<file path="config.mk">
export PLATFORM = sky130hd
export DESIGN_NAME = cdb_result_buffer
export DESIGN_NICKNAME = d
export VERILOG_FILES = /design/src/rtl/cdb_result_buffer.sv
export SDC_FILE = /design/constraint.sdc
export NUM_CORES = 1
export LEC_CHECK = 0
export ABC_AREA = 1
export ABC_CLOCK_PERIOD_IN_PS = 11900
export BUFFER_PORTS_ARGS = -buffer_cell sky130_fd_sc_hd__buf_2
export CORE_MARGIN = 2
export CORE_UTILIZATION = 55
export CTS_BUF_LIST = sky130_fd_sc_hd__clkbuf_2
export DETAILED_ROUTE_END_ITERATION = 8
export PLACE_DENSITY = 0.78
export SLEW_MARGIN = 0
export SYNTH_ARGS = -nofsm -noshare
export SYNTH_HDL_FRONTEND = slang
export SYNTH_SLANG_ARGS = --single-unit
</file>
<file path="constraint.sdc">
create_clock -name clk_i -period 11.9 [get_ports clk_i]
set_clock_uncertainty 0.05 [all_clocks]
set_input_delay 1.19 -clock clk_i [delete_from_list [all_inputs] [get_ports clk_i]]
set_output_delay 1.19 -clock clk_i [all_outputs]
set_load 0.01 [all_outputs]
</file>
<file path="src/rtl/cdb_result_buffer.sv">
// First-word-fall-through result FIFO between a functional unit's writeback and the
// CDB broadcast register. It absorbs results while the CDB grant is withheld.
module cdb_result_buffer #(
  parameter int unsigned DATA_W = 64,
  parameter int unsigned TAG_W  = 6,
  parameter int unsigned DEPTH  = 4
) (
  input  logic                       clk_i,
  input  logic                       reset_i,
  input  logic                       flush_i,
  input  logic                       in_valid_i,
  input  logic [DATA_W-1:0]          in_data_i,
  input  logic [TAG_W-1:0]           in_tag_i,
  output logic                       in_ready_o,
  output logic                       out_valid_o,
  output logic [DATA_W-1:0]          out_data_o,
  output logic [TAG_W-1:0]           out_tag_o,
  input  logic                       out_ready_i,
  output logic [$clog2(DEPTH+1)-1:0] count_o
);

  localparam int unsigned PtrW   = $clog2(DEPTH);
  localparam int unsigned CntW   = $clog2(DEPTH+1);
  localparam int unsigned EntryW = DATA_W + TAG_W;

  logic [EntryW-1:0] mem_q [DEPTH];
  logic [PtrW-1:0]   wr_ptr_q, wr_ptr_d;
  logic [PtrW-1:0]   rd_ptr_q, rd_ptr_d;
  logic [CntW-1:0]   cnt_q, cnt_d;

  logic full, empty, push, pop, wr_en;

  always_comb begin
    full  = (cnt_q == CntW'(DEPTH));
    empty = (cnt_q == '0);
    push  = in_valid_i & ~full;
    pop   = out_ready_i & ~empty;
    // A flush squashes any push in the same cycle, so the array is left untouched.
    wr_en = push & ~flush_i;
  end

  always_comb begin
    wr_ptr_d = wr_ptr_q;
    rd_ptr_d = rd_ptr_q;
    cnt_d    = cnt_q;
    if (flush_i) begin
      cnt_d    = '0;
      rd_ptr_d = wr_ptr_q;
    end else begin
      if (push) begin
        wr_ptr_d = wr_ptr_q + PtrW'(1);
      end
      if (pop) begin
        rd_ptr_d = rd_ptr_q + PtrW'(1);
      end
      if (push && !pop) begin
        cnt_d = cnt_q + CntW'(1);
      end else if (pop && !push) begin
        cnt_d = cnt_q - CntW'(1);
      end
    end
  end

  always_ff @(posedge clk_i) begin
    if (reset_i) begin
      wr_ptr_q <= '0;
      rd_ptr_q <= '0;
      cnt_q    <= '0;
    end else begin
      wr_ptr_q <= wr_ptr_d;
      rd_ptr_q <= rd_ptr_d;
      cnt_q    <= cnt_d;
    end
  end

  always_ff @(posedge clk_i) begin
    if (reset_i) begin
      for (int i = 0; i < int'(DEPTH); i++) begin
        mem_q[i] <= '0;
      end
    end else if (wr_en) begin
      mem_q[wr_ptr_q] <= {in_data_i, in_tag_i};
    end
  end

  // No empty bypass: outputs come from storage only, and in_ready ignores out_ready.
  always_comb begin
    in_ready_o              = ~full;
    out_valid_o             = ~empty;
    {out_data_o, out_tag_o} = mem_q[rd_ptr_q];
    count_o                 = cnt_q;
  end

endmodule

</file>
==> flow_metrics.py <==
metrics = {
    "finish": {
        "drive_above_1_share_pct": 28.1,
        "syn2layout_area_growth_pct": 9.89,
        "fillers": 2035,
        "multi_input_area_sq_mm": 0.00375,
        "final_common_cell": "nor2_1",
        "final_area_sq_mm": 0.0148,
        "regArea_sq_mm": 0.00860,
        "nets": 1438,
        "mostFrequentLayoutCells": "nor2_1, edfxtp_1, inv_1, buf_2, o21ai_0",
    },
    "synthesis": {
        "synth_area_leaders": "edfxtp_1, nor2_1, nor3_2",
        "synthFlopType": "edfxtp_1",
        "ys_ff_latch": 289,
        "async_flop_share_pct": 0,
        "syn_area_per_cell_sq_um": 11.1,
        "synth_edf_count": 280,
        "yosys.area.top_type_share_pct": 62.5,
        "synth_area_leader_cell": "edfxtp_1",
        "seq_area_frac_synth_pct": 63.8,
        "yosysWarnings": 0,
        "syn-num-nets": 1287,
        "synth_area_sq_mm": 0.0135,
        "synth_cells": 1210,
        "netlist-cell-type-count": 31,
    },
    "cts": {
        "cts_made_buffers": 74,
        "insertion_delay_ns": 0.85,
        "cts_hold_buffers": 0,
        "cts-resized-gates": 0,
        "cts_setup_buffers": 0,
        "tritoncts": "yes",
        "clk_pin_slew_ns": 0.10,
        "clockRootBuffer": "clkbuf_2",
        "clkSinkCount": 289,
        "cts-htree-levels": 3,
        "clockBufferDepth": 3,
    },
    "grt": {
        "grt_pass1_wl_microns": 50600,
        "grt_max_degree": 80,
        "grt_pass1_vias": 9568,
        "overflow": 0,
        "grt.total_usage_pct": 25.4,
        "antenna_found_initial": 4,
    },
    "critical_path": {
        "endpoint_kind": "output port",
        "cp.arrival_ns": 3.45,
        "reg2reg_from": "count_o[0]",
        "worstSetupEndpoint": "out_data_o[51]",
        "critPathRequiredTime_ns": 10.66,
        "path_class": "register to output port",
        "cp_max_fo": 72,
        "reg2reg_depth": 6,
        "rrSetupSlack_ns": 8.26,
        "cp-start-kind": "register",
        "rr_endpoint": "mem_q[0][49]",
    },
    "run_status": {
        "status": "finished clean",
    },
    "timing": {
        "period_needed_ns": 4.69,
        "setup_tns_ns": 0,
        "hold_viol_final": 0,
        "setup_viol": 0,
        "finalCritPeriodShare_pct": 39.4,
        "maxSlewHeadroom_pct": 22.5,
        "maxSlewViolCount": 0,
        "max_clock_freq_mhz": 213,
        "max_slew.worst_pin.slew_ns": 1.16,
        "rsz0062_at_grt": "no",
    },
    "floorplan": {
        "die_w_microns": 160,
        "die_area_sq_mm": 0.0257,
        "die_y_microns": 160,
        "start_util_pct": 55.7,
        "ios": 150,
        "coreArea_sq_mm": 0.0242,
        "rows": 57,
    },
    "placement": {
        "hpwlAfterDp_microns": 18000,
        "gp_congestion": 0.782,
        "io_buffers": 149,
        "placed_area_sq_mm": 0.0142,
    },
    "drt": {
        "wl_microns": 32400,
        "drt_iter0_drc": 915,
        "vias_per_cell": 5.56,
        "vias": 9664,
        "first_pass_iters": 6,
        "drcViolationCount": 0,
        "wl_per_cell_microns": 18.7,
        "antenna_left": 0,
    },
    "pwr": {
        "vdd_drop_max_mv": 0.0912,
        "p_leak_uw": 0.00639,
        "powerDensity_mw_per_mm2": 144,
        "power_uw": 2140,
    },
    "worst_hold_path": {
        "min_path_type": "register to register",
    },
    "job": {
        "maxCapViolCount": 0,
    },
}
logic make-up (layout without fill, tap and decap cells):
family | count (synthesis) | after routing | synth area share (%)
compound gates | 219 | 219 | 8.79
fa+ha+maj | 2 | 2 | 0.242
buf+inv | 241 | 440 | 8.75
flops | 289 | 289 | 63.8
other cells | 0 | 4 | 0
simple gates | 459 | 459 | 18.4
synthesized netlist by cell type, drive strengths merged, types with 3 or more instances:
| cell type | number |
|---|---|
| o22ai | 70 |
| clkbuf | 43 |
| a21oi | 3 |
| o21ai | 146 |
| nor2 | 292 |
| edfxtp | 280 |
| buf | 45 |
| nand2 | 19 |
| nand3 | 73 |
| inv | 153 |
| nand4 | 4 |
| dfxtp | 9 |
| nor3 | 70 |
final cells by class:
cell class	count	share of cell area, %
multi-input cells	680	25.4
clock inverters	18	0.465
inverters	153	3.92
diodes	4	0.0677
flip-flops and latches	289	58.1
well taps	324	2.74
repair buffers	163	5.75
clock buffers	106	3.59
flip-flops by register name (all words and copies together), names as in the netlist, named ones only:
register / count
count_o: 3
wr_ptr_q: 2
rd_ptr_q: 2
mem_q: 280
worst min path at each step:
stage	from	cells after the start	endpoint
final	rd_ptr_q[1]	2	register
after floorplan	wr_ptr_q[0]	2	register
after detailed placement	rd_ptr_q[1]	2	register
after CTS	rd_ptr_q[1]	2	register
after global routing	rd_ptr_q[1]	2	register
after global placement	rd_ptr_q[1]	2	register
power by group:
group | total [uW] | internal, uW | switching [uW]
registers | 1210 | 1180 | 26.9
clock network | 625 | 236 | 390
logic | 300 | 85.7 | 215
total | 2140 | 1510 | 632
stage by stage:
stage / instances / hold WS [ns] / util [%] / worst slack, ns
floorplan: 1210 / 0.407 / - / 4.74
global placement: 1609 / 0.445 / 58.7 / 7.50
detailed placement: 1609 / 0.439 / 58.7 / 7.40
CTS: 1733 / 0.454 / 61.1 / 7.15
global route: 1736 / 0.474 / 61.2 / 6.92
finish: 1737 / 0.449 / 61.2 / 7.21
critical path, cell delays in order (launching register included):
cell,delay (ns)
dfxtp_4,0.57
inv_4,0.59
buf_4,0.72
o21ai_0,0.16
o22ai_1,0.30
buf_2,0.20
per-layer routing:
metal	track usage [%]	routed length, microns
met5	0	0
met4	8.56	687
met3	5.66	2960
met2	42.4	16000
met1	33.4	12700
Note: power is estimated with default switching activity, not from simulation.
